==> src/rtl/mining_pkg.sv <==
// Shared types and constants for the mining job controller.
package mining_pkg;

  localparam int unsigned BYTE_W      = 8;
  localparam int unsigned JOB_BYTES   = 14;
  localparam int unsigned BLOCK_BYTES = 12;
  localparam int unsigned BLOCK_W     = BLOCK_BYTES * BYTE_W;
  localparam int unsigned TARGET_W    = 16;
  localparam int unsigned NONCE_W     = 32;
  localparam int unsigned STATUS_W    = 2;
  localparam int unsigned JOB_ID_W    = 8;
  localparam int unsigned IDX_W       = 4;
  localparam int unsigned CNT_W       = 16;

  localparam logic [STATUS_W-1:0] ST_FOUND   = 2'b00;
  localparam logic [STATUS_W-1:0] ST_TIMEOUT = 2'b01;

  typedef enum logic [2:0] {
    S_IDLE = 3'd0,
    S_LOAD = 3'd1,
    S_RUN  = 3'd2,
    S_DONE = 3'd3,
    S_CLR  = 3'd4
  } state_e;

  // Result record presented to the consumer.
  typedef struct packed {
    logic [NONCE_W-1:0]  nonce;
    logic [STATUS_W-1:0] status;
    logic [JOB_ID_W-1:0] job_id;
  } result_t;

endpackage

==> src/rtl/mining_job_ctrl_if.sv <==
// Job byte stream, search-core and result signals of the job controller.
interface mining_job_ctrl_if;
  import mining_pkg::*;

  logic                in_valid;
  logic [BYTE_W-1:0]   in_data;
  logic                in_ready;
  logic [BLOCK_W-1:0]  block_out;
  logic [TARGET_W-1:0] target_out;
  logic                start;
  logic                finish;
  logic [NONCE_W-1:0]  nonce_in;
  logic                res_valid;
  logic                res_ready;
  logic [NONCE_W-1:0]  res_nonce;
  logic [STATUS_W-1:0] res_status;
  logic [JOB_ID_W-1:0] res_job_id;
  logic                busy;

  // Controller side.
  modport slave (
    input  in_valid, in_data, finish, nonce_in, res_ready,
    output in_ready, block_out, target_out, start, res_valid,
           res_nonce, res_status, res_job_id, busy
  );

  // Environment side: job source, search core and result consumer.
  modport master (
    output in_valid, in_data, finish, nonce_in, res_ready,
    input  in_ready, block_out, target_out, start, res_valid,
           res_nonce, res_status, res_job_id, busy
  );

endinterface

==> src/rtl/job_byte_assembler.sv <==
// Collects the 14-byte job stream into the block and target registers.
module job_byte_assembler
  import mining_pkg::*;
(
  input  logic                clk,
  input  logic                reset,
  input  logic                i_valid,
  input  logic                i_ready,
  input  logic [BYTE_W-1:0]   i_data,
  output logic [BLOCK_W-1:0]  o_block,
  output logic [TARGET_W-1:0] o_target,
  output logic                o_load_done_c
);

  logic [IDX_W-1:0]    r_idx;
  logic [BLOCK_W-1:0]  r_block;
  logic [TARGET_W-1:0] r_target;
  logic                w_xfer;
  logic                w_last;

  assign w_xfer        = i_valid & i_ready;
  assign w_last        = (r_idx == IDX_W'(JOB_BYTES - 1));
  assign o_load_done_c = w_xfer & w_last;
  assign o_block       = r_block;
  assign o_target      = r_target;

  // Write each accepted byte at the current index; index wraps after the last target byte.
  always_ff @(posedge clk) begin
    if (reset) begin
      r_idx    <= '0;
      r_block  <= '0;
      r_target <= '0;
    end else if (w_xfer) begin
      r_idx <= w_last ? '0 : r_idx + IDX_W'(1);
      for (int unsigned i = 0; i < BLOCK_BYTES; i++) begin
        if (r_idx == IDX_W'(i)) r_block[i*BYTE_W +: BYTE_W] <= i_data;
      end
      if (r_idx == IDX_W'(BLOCK_BYTES))     r_target[15:8] <= i_data;
      if (r_idx == IDX_W'(BLOCK_BYTES + 1)) r_target[7:0]  <= i_data;
    end
  end

endmodule

==> src/rtl/mining_job_ctrl.sv <==
// Job controller: loads a job, runs the search core, reports the result, then forces a start-low gap.
module mining_job_ctrl
  import mining_pkg::*;
#(
  parameter int unsigned TIMEOUT_CYCLES = 60000,
  parameter int unsigned CLR_CYCLES     = 2
) (
  input logic               clk,
  input logic               reset,
  mining_job_ctrl_if.slave  bus
);

  state_e              r_state;
  logic                r_in_ready;
  logic                r_start;
  logic                r_busy;
  logic                r_res_valid;
  result_t             r_res;
  logic [CNT_W-1:0]    r_tmo_cnt;
  logic [CNT_W-1:0]    r_clr_cnt;
  logic [JOB_ID_W-1:0] r_job_cnt;

  logic                w_xfer;
  logic                w_load_done_c;

  assign w_xfer = bus.in_valid & r_in_ready;

  job_byte_assembler u_asm (
    .clk           (clk),
    .reset         (reset),
    .i_valid       (bus.in_valid),
    .i_ready       (r_in_ready),
    .i_data        (bus.in_data),
    .o_block       (bus.block_out),
    .o_target      (bus.target_out),
    .o_load_done_c (w_load_done_c)
  );

  assign bus.in_ready   = r_in_ready;
  assign bus.start      = r_start;
  assign bus.busy       = r_busy;
  assign bus.res_valid  = r_res_valid;
  assign bus.res_nonce  = r_res.nonce;
  assign bus.res_status = r_res.status;
  assign bus.res_job_id = r_res.job_id;

  // Sequencing FSM with registered handshake, start and result outputs.
  always_ff @(posedge clk) begin
    if (reset) begin
      r_state     <= S_IDLE;
      r_in_ready  <= 1'b1;
      r_start     <= 1'b0;
      r_busy      <= 1'b0;
      r_res_valid <= 1'b0;
      r_res       <= '0;
      r_tmo_cnt   <= '0;
      r_clr_cnt   <= '0;
      r_job_cnt   <= '0;
    end else begin
      case (r_state)
        S_IDLE: begin
          if (w_xfer) begin
            r_state <= S_LOAD;
            r_busy  <= 1'b1;
          end
        end
        S_LOAD: begin
          if (w_load_done_c) begin
            r_state    <= S_RUN;
            r_start    <= 1'b1;
            r_in_ready <= 1'b0;
            r_tmo_cnt  <= '0;
          end
        end
        S_RUN: begin
          r_tmo_cnt <= r_tmo_cnt + CNT_W'(1);
          // finish has priority over a timeout landing in the same cycle
          if (bus.finish) begin
            r_res       <= '{nonce: bus.nonce_in, status: ST_FOUND, job_id: r_job_cnt};
            r_res_valid <= 1'b1;
            r_start     <= 1'b0;
            r_state     <= S_DONE;
          end else if (r_tmo_cnt == CNT_W'(TIMEOUT_CYCLES - 1)) begin
            r_res       <= '{nonce: '0, status: ST_TIMEOUT, job_id: r_job_cnt};
            r_res_valid <= 1'b1;
            r_start     <= 1'b0;
            r_state     <= S_DONE;
          end
        end
        S_DONE: begin
          if (bus.res_ready) begin
            r_res_valid <= 1'b0;
            r_job_cnt   <= r_job_cnt + JOB_ID_W'(1);
            r_clr_cnt   <= '0;
            r_state     <= S_CLR;
          end
        end
        S_CLR: begin
          if (r_clr_cnt == CNT_W'(CLR_CYCLES - 1)) begin
            r_state    <= S_IDLE;
            r_in_ready <= 1'b1;
            r_busy     <= 1'b0;
          end else begin
            r_clr_cnt <= r_clr_cnt + CNT_W'(1);
          end
        end
        default: begin
          r_state    <= S_IDLE;
          r_in_ready <= 1'b1;
          r_start    <= 1'b0;
          r_busy     <= 1'b0;
        end
      endcase
    end
  end

endmodule

==> src/flat_wrapper.sv <==
// flat-port wrapper written by rule: the top's interface ports become plain ports
module mining_job_ctrl_flat import mining_pkg::*;
#(
  parameter int unsigned TIMEOUT_CYCLES = 60000,
  parameter int unsigned CLR_CYCLES     = 2
)
  (clk, reset, bus_in_valid, bus_in_data, bus_finish, bus_nonce_in, bus_res_ready, bus_in_ready, bus_block_out, bus_target_out, bus_start, bus_res_valid, bus_res_nonce, bus_res_status, bus_res_job_id, bus_busy);
  mining_job_ctrl_if bus_i ();
  input logic clk;
  input logic reset;
  input wire logic [$bits(bus_i.in_valid)-1:0] bus_in_valid;
  input wire logic [$bits(bus_i.in_data)-1:0] bus_in_data;
  input wire logic [$bits(bus_i.finish)-1:0] bus_finish;
  input wire logic [$bits(bus_i.nonce_in)-1:0] bus_nonce_in;
  input wire logic [$bits(bus_i.res_ready)-1:0] bus_res_ready;
  output wire logic [$bits(bus_i.in_ready)-1:0] bus_in_ready;
  output wire logic [$bits(bus_i.block_out)-1:0] bus_block_out;
  output wire logic [$bits(bus_i.target_out)-1:0] bus_target_out;
  output wire logic [$bits(bus_i.start)-1:0] bus_start;
  output wire logic [$bits(bus_i.res_valid)-1:0] bus_res_valid;
  output wire logic [$bits(bus_i.res_nonce)-1:0] bus_res_nonce;
  output wire logic [$bits(bus_i.res_status)-1:0] bus_res_status;
  output wire logic [$bits(bus_i.res_job_id)-1:0] bus_res_job_id;
  output wire logic [$bits(bus_i.busy)-1:0] bus_busy;
  assign bus_i.in_valid = bus_in_valid;
  assign bus_i.in_data = bus_in_data;
  assign bus_i.finish = bus_finish;
  assign bus_i.nonce_in = bus_nonce_in;
  assign bus_i.res_ready = bus_res_ready;
  assign bus_in_ready = bus_i.in_ready;
  assign bus_block_out = bus_i.block_out;
  assign bus_target_out = bus_i.target_out;
  assign bus_start = bus_i.start;
  assign bus_res_valid = bus_i.res_valid;
  assign bus_res_nonce = bus_i.res_nonce;
  assign bus_res_status = bus_i.res_status;
  assign bus_res_job_id = bus_i.res_job_id;
  assign bus_busy = bus_i.busy;
  mining_job_ctrl #(.TIMEOUT_CYCLES(TIMEOUT_CYCLES), .CLR_CYCLES(CLR_CYCLES)) u_core (.clk(clk), .reset(reset), .bus(bus_i));
endmodule
==> config.mk <==
export PLATFORM = sky130hd
export DESIGN_NAME = mining_job_ctrl_flat
export DESIGN_NICKNAME = d
export VERILOG_FILES = /design/src/rtl/mining_pkg.sv /design/src/rtl/mining_job_ctrl_if.sv /design/src/rtl/job_byte_assembler.sv /design/src/rtl/mining_job_ctrl.sv /design/src/flat_wrapper.sv
export SDC_FILE = /design/constraint.sdc
export NUM_CORES = 1
export LEC_CHECK = 0
export BUFFER_PORTS_ARGS = -buffer_cell sky130_fd_sc_hd__clkbuf_2
export CAP_MARGIN = 0
export CORE_AREA = 3 3 147 149
export DETAILED_ROUTE_END_ITERATION = 7
export DIE_AREA = 0 0 150 152
export GPL_TIMING_DRIVEN = 1
export PLACE_DENSITY = 0.62
export SLEW_MARGIN = 25
export SYNTH_ARGS = -nofsm -noshare
export SYNTH_HDL_FRONTEND = slang
export SYNTH_SLANG_ARGS = --single-unit
==> constraint.sdc <==
create_clock -name clk -period 4.1 [get_ports clk]
set_input_delay 0.205 -clock clk [delete_from_list [all_inputs] [get_ports clk]]
set_output_delay 0.205 -clock clk [all_outputs]
set_load 0.02 [all_outputs]
==> flow_summary.ini <==
[pwr]
finalPower_mw = 4.28
ir_drop_mv = 0.306
p_leak_nw = 4.33
powerDensity_nw_per_um2 = 419

[die]
die_height_um = 152
die_w_um = 150
fp.dieArea_sq_um = 22800
rows = 52
initial_core_util = 0.392
coreArea_sq_um = 20300
ioPinCount = 203

[global_route]
grt_max_degree = 107
grt_pass1_vias = 6433
track_usage = 0.183
grt_pass1_wl_mm = 34.8
antenna_found_initial = 0
grt_remaining_overflow = 0

[worst_setup_path]
start_kind = register
critPathMaxStageDelay_ns = 0.57
required_ns = 4.52
slowest_stage = or3_1
cp_max_fo = 18
crit_type = reg -> reg
crit_path_end_kind = register
crit_family = simple AND/OR/NAND/NOR gates
cp.buffers_inverters = 0
crit_chain = or3b_1 > or3_1 > or4_1 > a21oi_1
arrival_ns = 2.76

[clocking]
cts_tree = done
path_clk_slew_ns = 0.06
cts_buffer_depth = 3
cts_resized = 0
clk_latency_ns = 0.50
cts_setup_buffers = 0
cts_hold_buf = 33
cts-root-buf = clkbuf_16
cts_sinks = 204
cts_buffers = 23
h-tree-depth = 1

[synthesis]
yosysSeqAreaShare = 0.514
synth_top_family_by_area = simple AND/OR/NAND/NOR gates
syn_nets = 870
ys.flop_type = dfxtp_1
syn-cell-area_sq_um = 7950
yosysTopAreaCellShare = 0.514
yosysTopAreaCell = dfxtp_1
ys_ff_latch = 204
synth.avg_cell_area_sq_um = 9.68
synthTopCellsByArea = dfxtp_1 51%, mux2i_1 13%, nor2_1 6.0%
synth_compound_area_frac = 0.126
synth_mux_area_frac = 0.136
synthAdderAreaFrac = 0.00630
post_synth_xor_area_fraction = 0.00881
yosys.area_share.simple = 0.173
synthCells = 821
async_flop_share = 0
yosysWarningCount = 0
ys_types = 66
synth_edf_count = 0

[placement]
post-dp-hpwl_mm = 14.2
gp_congestion = 0.777
io_buffer_count = 201

[cells_and_area]
syn2layout_area_growth_pct = 28.4
layout_common_cells = 204 x dfxtp_1, 200 x clkbuf_2, 127 x nor2_1, 107 x mux2i_1, 54 x nand2_1
fin_nets = 1074
drive_gt1_frac = 0.255
insertedDiodeCount = 0
final_common_cell = dfxtp_1

[detailed_routing]
routed_via_density = 5.11
drc = 0
dr.pass1.iters = 6
drtAntennaViolNets = 0
vias = 6698
wl_per_cell_um = 16.6
drt_wl_total_mm = 21.8
drt_iter0_drc = 367

[sta]
drv_slew = 0
skew_ns = 0.0122
max_freq_mhz = 428
rsz0062_at_grt = false
setup_tns_ns = 0
maxSlewHeadroom = 0.331
layout_min_cycle_time_ns = 2.33
setup_viol = 0
finalHoldViolations = 0
timing.final.crit_share = 0.569
tightestPinTransition_ns = 1.00

[worst_hold_path]
min_path_type = in -> reg

[status]
status = finished clean

[flow_run]
drv_cap = 0
==> final cells by class <==
cell class,count,area [sq um]
inverter,9,33.8
timing repair buffer,240,1390
sequential,204,4080
tap,270,338
clock inverter,7,88.8
fill,1944,10100
clock buffer,33,673
multi-input combinational,547,3600
==> layer usage <==
| layer | share of wire | routed length (um) | GRT usage | vias up |
|---|---|---|---|---|
| met5 | 0 | 0 | 0 | - |
| met4 | 0.019 | 419 | 0.0484 | 0 |
| met3 | 0.079 | 1730 | 0.0658 | 31 |
| met2 | 0.46 | 10000 | 0.283 | 163 |
| met1 | 0.44 | 9610 | 0.242 | 3171 |
| li1 | - | - | - | 3333 |
==> final timing paths <==
| path | startpoint | to | slack, ns | depth (start not counted) |
|---|---|---|---|---|
| worst max-delay path | u_core.r_state[2] | u_core.r_tmo_cnt[15] | 1.77 | 4 |
| worst min-delay path | bus_res_ready | u_core.r_state[0] | 0.10 | 4 |
| worst max register to register | u_core.r_state[2] | u_core.r_tmo_cnt[15] | 1.77 | 4 |
| worst min register to register | u_core.u_asm.o_block[11] | u_core.u_asm.o_block[11] | 0.45 | 2 |
==> worst min-delay path: stages <==
cell      delay, ns
clkbuf_2       0.14
a21oi_1        0.08
nand2_1        0.06
o22ai_1        0.06
==> logic make-up (layout without fill, tap and decap cells) <==
family | Yosys count | after routing
AND/OR/NAND/NOR | 286 | 286
flip-flops | 204 | 204
AO/OA/AOI/OAI | 140 | 140
multiplexers | 108 | 108
buffers and inverters | 70 | 289
XOR/XNOR | 8 | 8
adder cells (fa/ha/maj) | 4 | 4
other | 1 | 1
==> cells in the mapped netlist (all sizes together), types with 2 or more instances <==
cell type  number
or2             2
o21ai           9
ha              4
o31ai           4
a21oi          46
and4            4
nand2b          5
nand2          54
nand4           9
or3            10
a21boi          2
and3b           3
a311oi          3
and3            7
a31o            9
and4b           2
o211ai          3
o41ai           3
a31oi           9
or3b            2
o32a            2
nor2b           2
inv             9
nand4b          2
nor4            8
nand3b          2
xor2            5
nor2          128
and2            2
nand4bb         2
nand3          23
o2111ai         2
nor3b           2
xnor2           3
o311ai          3
dfxtp         204
mux2i         107
clkbuf         46
or4             5
nor3            8
or4b            2
buf            15
a22o           32
a41oi           4
==> per-stage QoR <==
stage / cells / cell area [sq um] / hold WS [ns] / utilization / worst slack, ns
after CTS: 1310 / 10200 / 0.0773 / 0.502 / 1.78
after global placement: 1237 / 9110 / 0.421 / 0.449 / 1.85
final: 1310 / 10200 / 0.105 / 0.503 / 1.77
after floorplan: 821 / 7950 / 0.338 / - / 2.14
after detailed placement: 1237 / 9110 / 0.428 / 0.449 / 1.82
after global routing: 1310 / 10200 / 0.122 / 0.503 / 1.65
==> flip-flops by register name (all words and copies together) (netlist names) <==
name,cells
u_core.bus.busy,1
u_core.bus.res_job_id,8
u_core.u_asm.o_target,16
u_core.bus.res_nonce,32
u_core.bus.start,1
u_core.r_state,3
u_core.bus.res_valid,1
u_core.u_asm.o_block,96
u_core.r_tmo_cnt,16
u_core.bus.in_ready,1
u_core.u_asm.r_idx,4
u_core.r_job_cnt,8
u_core.bus.res_status,1
u_core.r_clr_cnt,16
==> power by group <==
group	total (mW)	switching [mW]	internal, mW
registers	2.02	0.0172	2.00
clock network	2.05	0.792	1.26
logic	0.206	0.130	0.0757
total	4.28	0.939	3.34
Note: power is estimated with default switching activity, not from simulation.
